`src/rtl/spi_pkg.sv`:
```
// Shared types and constants for the SPI shift engine.
// States, default data width and {cpol,cpha} mode codes.
`timescale 1ns/1ps
package spi_pkg;

    localparam int SPI_DATA_W = 8;

    typedef enum logic [1:0] {
        IDLE  = 2'd0,
        SHIFT = 2'd1,
        TAIL  = 2'd2,
        DONE  = 2'd3
    } state_t;

    localparam logic [1:0] MODE0 = 2'b00;
    localparam logic [1:0] MODE1 = 2'b01;
    localparam logic [1:0] MODE2 = 2'b10;
    localparam logic [1:0] MODE3 = 2'b11;

    // Edge n (1-based) samples miso when it is odd for cpha=0
    // and even for cpha=1; edge_idx is the 0-based count.
    function automatic logic is_sample_edge(input logic cpha,
                                            input logic edge_idx_lsb);
        return cpha ? edge_idx_lsb : ~edge_idx_lsb;
    endfunction

endpackage

```
`src/rtl/spi_half_period_tick.sv`:
```
// SCK half-period timer: 8-bit down counter with load/enable.
// Ticks for one clock at zero and reloads from the divider.
`timescale 1ns/1ps
module spi_half_period_tick (
    input  logic       clk,
    input  logic       reset,
    input  logic       load,
    input  logic       en,
    input  logic [7:0] div,
    output logic       tick
);

    logic [7:0] cnt;

    assign tick = en && (cnt == 8'd0);

    // Count div..0 so one half-period spans div+1 clocks (0xFF -> 256).
    always_ff @(posedge clk) begin
        if (reset) begin
            cnt <= 8'd0;
        end else if (load) begin
            cnt <= div;
        end else if (en) begin
            if (cnt == 8'd0) begin
                cnt <= div;
            end else begin
                cnt <= cnt - 8'd1;
            end
        end
    end

endmodule

```
`src/rtl/spi_shift_engine.sv`:
```
// Bit-level SPI master: one byte per req/ready handshake,
// all four CPOL/CPHA modes, MSB first, programmable SCK rate.
`timescale 1ns/1ps
module spi_shift_engine
    import spi_pkg::*;
#(
    parameter int DATA_W = SPI_DATA_W
) (
    input  logic              clk,
    input  logic              reset,
    input  logic [7:0]        clk_div,
    input  logic              cpol,
    input  logic              cpha,
    input  logic              transfer_req,
    output logic              transfer_ready,
    output logic              transfer_done,
    input  logic [DATA_W-1:0] to_agent,
    output logic [DATA_W-1:0] from_agent,
    output logic              sck,
    output logic              mosi,
    input  logic              miso
);

    localparam int EW = $clog2(2 * DATA_W + 1);

    state_t            state;
    state_t            nxt;
    logic              accept;
    logic              tick_en;
    logic              tick;
    logic [7:0]        div_q;
    logic [7:0]        div_sel;
    logic              cpol_q;
    logic              cpha_q;
    logic [EW-1:0]     ecnt;
    logic [DATA_W-1:0] sr;
    logic              last_edge;
    logic              sample_edge;

    assign div_sel     = accept ? clk_div : div_q;
    assign last_edge   = (ecnt == EW'(2 * DATA_W - 1));
    assign sample_edge = is_sample_edge(cpha_q, ecnt[0]);

    spi_half_period_tick u_tick (
        .clk   (clk),
        .reset (reset),
        .load  (accept),
        .en    (tick_en),
        .div   (div_sel),
        .tick  (tick)
    );

    // State register.
    always_ff @(posedge clk) begin
        if (reset) begin
            state <= IDLE;
        end else begin
            state <= nxt;
        end
    end

    // Next-state and handshake decode.
    always_comb begin
        nxt            = state;
        accept         = 1'b0;
        tick_en        = 1'b0;
        transfer_ready = 1'b0;
        unique case (state)
            IDLE: begin
                transfer_ready = 1'b1;
                if (transfer_req) begin
                    accept = 1'b1;
                    nxt    = SHIFT;
                end
            end
            SHIFT: begin
                tick_en = 1'b1;
                if (tick && last_edge) begin
                    nxt = TAIL;
                end
            end
            TAIL: begin
                tick_en = 1'b1;
                if (tick) begin
                    nxt = DONE;
                end
            end
            DONE: begin
                nxt = IDLE;
            end
        endcase
    end

    // Shift datapath: latch settings, toggle SCK, drive/sample bits.
    always_ff @(posedge clk) begin
        if (reset) begin
            sr            <= '0;
            div_q         <= 8'd0;
            cpol_q        <= 1'b0;
            cpha_q        <= 1'b0;
            ecnt          <= '0;
            sck           <= 1'b0;
            mosi          <= 1'b0;
            from_agent    <= '0;
            transfer_done <= 1'b0;
        end else begin
            transfer_done <= 1'b0;
            unique case (state)
                IDLE: begin
                    sck  <= cpol;
                    mosi <= 1'b0;
                    if (accept) begin
                        sr     <= to_agent;
                        div_q  <= clk_div;
                        cpol_q <= cpol;
                        cpha_q <= cpha;
                        ecnt   <= '0;
                        if (!cpha) begin
                            mosi <= to_agent[DATA_W-1];
                        end
                    end
                end
                SHIFT: begin
                    if (tick) begin
                        sck  <= ~sck;
                        ecnt <= ecnt + EW'(1);
                        if (sample_edge) begin
                            sr <= {sr[DATA_W-2:0], miso};
                        end else if (!last_edge) begin
                            mosi <= sr[DATA_W-1];
                        end
                    end
                end
                TAIL: begin
                    if (tick) begin
                        transfer_done <= 1'b1;
                        from_agent    <= sr;
                    end
                end
                DONE: begin
                    mosi <= 1'b0;
                end
            endcase
        end
    end

endmodule

```
`config.mk`:
```
export PLATFORM = sky130hd
export DESIGN_NAME = spi_shift_engine
export DESIGN_NICKNAME = d
export VERILOG_FILES = /design/src/rtl/spi_pkg.sv /design/src/rtl/spi_half_period_tick.sv /design/src/rtl/spi_shift_engine.sv
export SDC_FILE = /design/constraint.sdc
export NUM_CORES = 1
export LEC_CHECK = 0
export CORE_ASPECT_RATIO = 1.75
export CORE_UTILIZATION = 44
export DETAILED_ROUTE_END_ITERATION = 10
export PLACE_DENSITY = 0.7
export REMOVE_ABC_BUFFERS = 1
export SYNTH_ARGS = -nofsm -noshare
export SYNTH_HDL_FRONTEND = slang
export SYNTH_SLANG_ARGS = --single-unit
```
`constraint.sdc`:
```
create_clock -name clk -period 2.8 [get_ports clk]
set_input_delay 0.84 -clock clk [delete_from_list [all_inputs] [get_ports clk]]
set_output_delay 0.84 -clock clk [all_outputs]
set_load 0.01 [all_outputs]
```
==> impl_metrics.env <==
export IMPL_drc_errors=0
export IMPL_layout_nets=328
export IMPL_synth_adder_area_share_pct=5.64
export IMPL_crit_path_max_fanout=9
export IMPL_vias_per_cell=5.93
export IMPL_status="complete, no violations"
export IMPL_critPathTopFamily="buffers and inverters"
export IMPL_ff2ff_setup_slack_ps=580
export IMPL_worstPathRequired_ps=1960
export IMPL_die_y_um=95.9
export IMPL_critPathKind="reg -> out"
export IMPL_rsz0062_at_grt="no"
export IMPL_instances_no_fill=349
export IMPL_r2r_end="sr[7]$_SDFFE_PP0P_"
export IMPL_grt_total_usage_pct=21.1
export IMPL_slew_violations=0
export IMPL_cpPeakStageDelay_ps=600
export IMPL_yosys_area_share_simple_pct=25.6
export IMPL_synth_top_family_by_area="simple AND/OR/NAND/NOR gates"
export IMPL_pin_count=34
export IMPL_startpoint_type="flop"
export IMPL_reg2reg_depth=6
export IMPL_cts_sinks=43
export IMPL_holdBufCountCts=0
export IMPL_power_per_cell_area_nw_per_um2=1070
export IMPL_coreArea_um2=4750
export IMPL_finalSetupViolations=0
export IMPL_drtPass1Iterations=4
export IMPL_syn_area_per_cell_um2=8.50
export IMPL_synth_top_area_share_pct=38.8
export IMPL_netlist_instances=261
export IMPL_post_cts_buffers=0
export IMPL_crit_path_end_kind="output port"
export IMPL_async_reset_ff_share_pct=0
export IMPL_post_route_period_util_pct=92.7
export IMPL_r2r_start="u_tick.cnt[0]$_SDFFE_PP0P_"
export IMPL_final_min_clock_period_ps=2600
export IMPL_gp_congestion=0.813
export IMPL_crit_buf_inv=2
export IMPL_finalHoldViolCount=0
export IMPL_first_iter_violations=45
export IMPL_vias=2069
export IMPL_wire_per_inst_um=15.4
export IMPL_antenna_found_initial=0
export IMPL_relSlewSlack_pct=61.1
export IMPL_grt_max_degree=21
export IMPL_synth_top_flop_cell="dfxtp_1"
export IMPL_cpMaxStageDelayCell="clkdlybuf4s50_1"
export IMPL_whs_endpoint="div_q[3]$_SDFFE_PP0N_"
export IMPL_grt_overflow_total=0
export IMPL_max_clock_freq_ghz=0.385
export IMPL_finalSetupTns_ps=0
export IMPL_row_count=33
export IMPL_area_growth_pct=21.8
export IMPL_min_from="div_q[3]$_SDFFE_PP0N_"
export IMPL_vdd_ir_drop_worst_mv=0.667
export IMPL_crit_arrival_ps=1760
export IMPL_routed_wirelength_mm=5.36
export IMPL_ctsResizeCount=0
export IMPL_worstPathCellList="inv_1 -> ha_1 -> clkdlybuf4s50_1"
export IMPL_ant_nets=0
export IMPL_dp_hpwl_mm=3.98
export IMPL_muxShareOfSynthArea_pct=4.51
export IMPL_die_w_um=55.7
export IMPL_root_buffer="clkbuf_8"
export IMPL_cts_tree="built"
export IMPL_synth_xor_area_share_pct=1.18
export IMPL_port_buffers=33
export IMPL_synth_compound_area_share_pct=20.0
export IMPL_synth_area_top_cells="dfxtp_1 (39%), ha_1 (5.6%), nor2_1 (5.6%)"
export IMPL_fin_total_pwr_mw=2.89
export IMPL_cts_inserted_buffers=5
export IMPL_ys_seq_area_share_pct=38.8
export IMPL_grt_first_pass_wirelength_mm=8.87
export IMPL_diodes=0
export IMPL_clk_path_buf_depth=2
export IMPL_hold_class="reg -> reg"
export IMPL_placed_cells=341
export IMPL_holdPathStages=2
export IMPL_yosys_warnings=0
export IMPL_cellLeakagePower_nw=0.968
export IMPL_synth_edf_count=0
export IMPL_dieArea_um2=5340
export IMPL_layout_drive_gt1_share_pct=10.4
export IMPL_synth_area_leader_cell="dfxtp_1"
export IMPL_fin_skew_ps=5.27
export IMPL_start_util_pct=46.7
export IMPL_holdWs_ps=456
export IMPL_clock_latency_ps=300
export IMPL_tightest_slew_ps=583
export IMPL_cts_max_level=2
export IMPL_yosysUniqueCellTypes=48
export IMPL_mappedNetlistArea_um2=2220
export IMPL_first_global_vias=1971
export IMPL_drv_cap=0
export IMPL_clk_pin_slew_ps=90
export IMPL_ys_seq_elements=43
[cells in the mapped netlist, drive strengths merged, types with 3 or more instances]
master  count
dfxtp      43
nor2       34
nand2      29
a21oi      22
o21ai      12
clkbuf     11
nor3       11
ha         10
mux2i      10
o221a       8
inv         7
nand3       7
a211oi      4
nand2b      4
nor4        4
buf         3
nand3b      3
nand4       3
or3         3
[stage by stage]
stage               utilization (%)  setup slack, ps  area, um2
floorplan                         -              813       2150
global placement               55.0              298       2610
detailed placement             55.0              271       2610
CTS                            56.9              214       2700
global route                   56.9              140       2700
finish                         56.9              204       2700
[per-layer routing]
metal / global-route usage (%) / wire (um)
met3: 3.63 / 153
met5: 0 / 0
met4: 11.3 / 125
met1: 21.0 / 2220
met2: 41.3 / 2860
[state kept, by name, indices dropped and copies added (netlist names), 2 cells and up]
| name | cells |
|---|---|
| ecnt | 5 |
| u_tick.cnt | 8 |
| sr | 8 |
| state | 2 |
| div_q | 8 |
| from_agent | 8 |
[cells by family after synthesis]
family,count (synthesis)
compound gates,64
xor+xnor,3
fa+ha+maj,10
buf+inv,21
flops,43
mux,10
simple gates,110
[report_power, final]
group          internal, mW  total, mW  switching (mW)
Clock                 0.174      0.397           0.223
Combinational         0.643       1.53           0.887
Sequential            0.779      0.967           0.188
Total                  1.60       2.89            1.30
[worst max path at each step]
| stage | endpoint | slack [ps] | start | cells after the start |
|---|---|---|---|---|
| after floorplan | u_tick.cnt[3]$_SDFFE_PP0P_ | 810 | u_tick.cnt[0]$_SDFFE_PP0P_ | 6 |
| after global placement | sr[0]$_SDFFE_PP0P_ | 300 | transfer_req | 5 |
| after detailed placement | u_tick.cnt[4]$_SDFFE_PP0P_ | 270 | transfer_req | 6 |
| after CTS | transfer_ready | 210 | state[0]$_SDFFE_PP0P_ | 3 |
| after global routing | transfer_ready | 140 | state[0]$_SDFFE_PP0P_ | 3 |
| final | transfer_ready | 200 | state[0]$_SDFFE_PP0P_ | 3 |
[placed cells by master, fill, tap and decap left out, drive strengths merged, types with 3 or more instances in the layout]
master / count
nand2: 29
nand3: 7
clkbuf: 5
nand3b: 3
inv: 7
nor2: 34
nor4: 4
o21ai: 12
mux2i: 10
a211oi: 4
nor3: 11
ha: 10
nand4: 3
clkdlybuf4s50: 33
buf: 9
nand2b: 4
a21oi: 22
o221a: 8
dfxtp: 43
or3: 3
[worst min-delay path, cell delays in order (launching register included)]
cell and delay [ps]:
dfxtp_1 320, nand2_1 50, a21oi_1 50
[cell type report]
type	instances	area (um2)
clock buffers	5	68.8
clock inverters	3	20.0
fillers	426	2050
inverters	7	26.3
multi-input cells	197	1260
flip-flops and latches	43	861
well taps	52	65.1
repair buffers	42	398
Power figures use the tool's default switching activity.
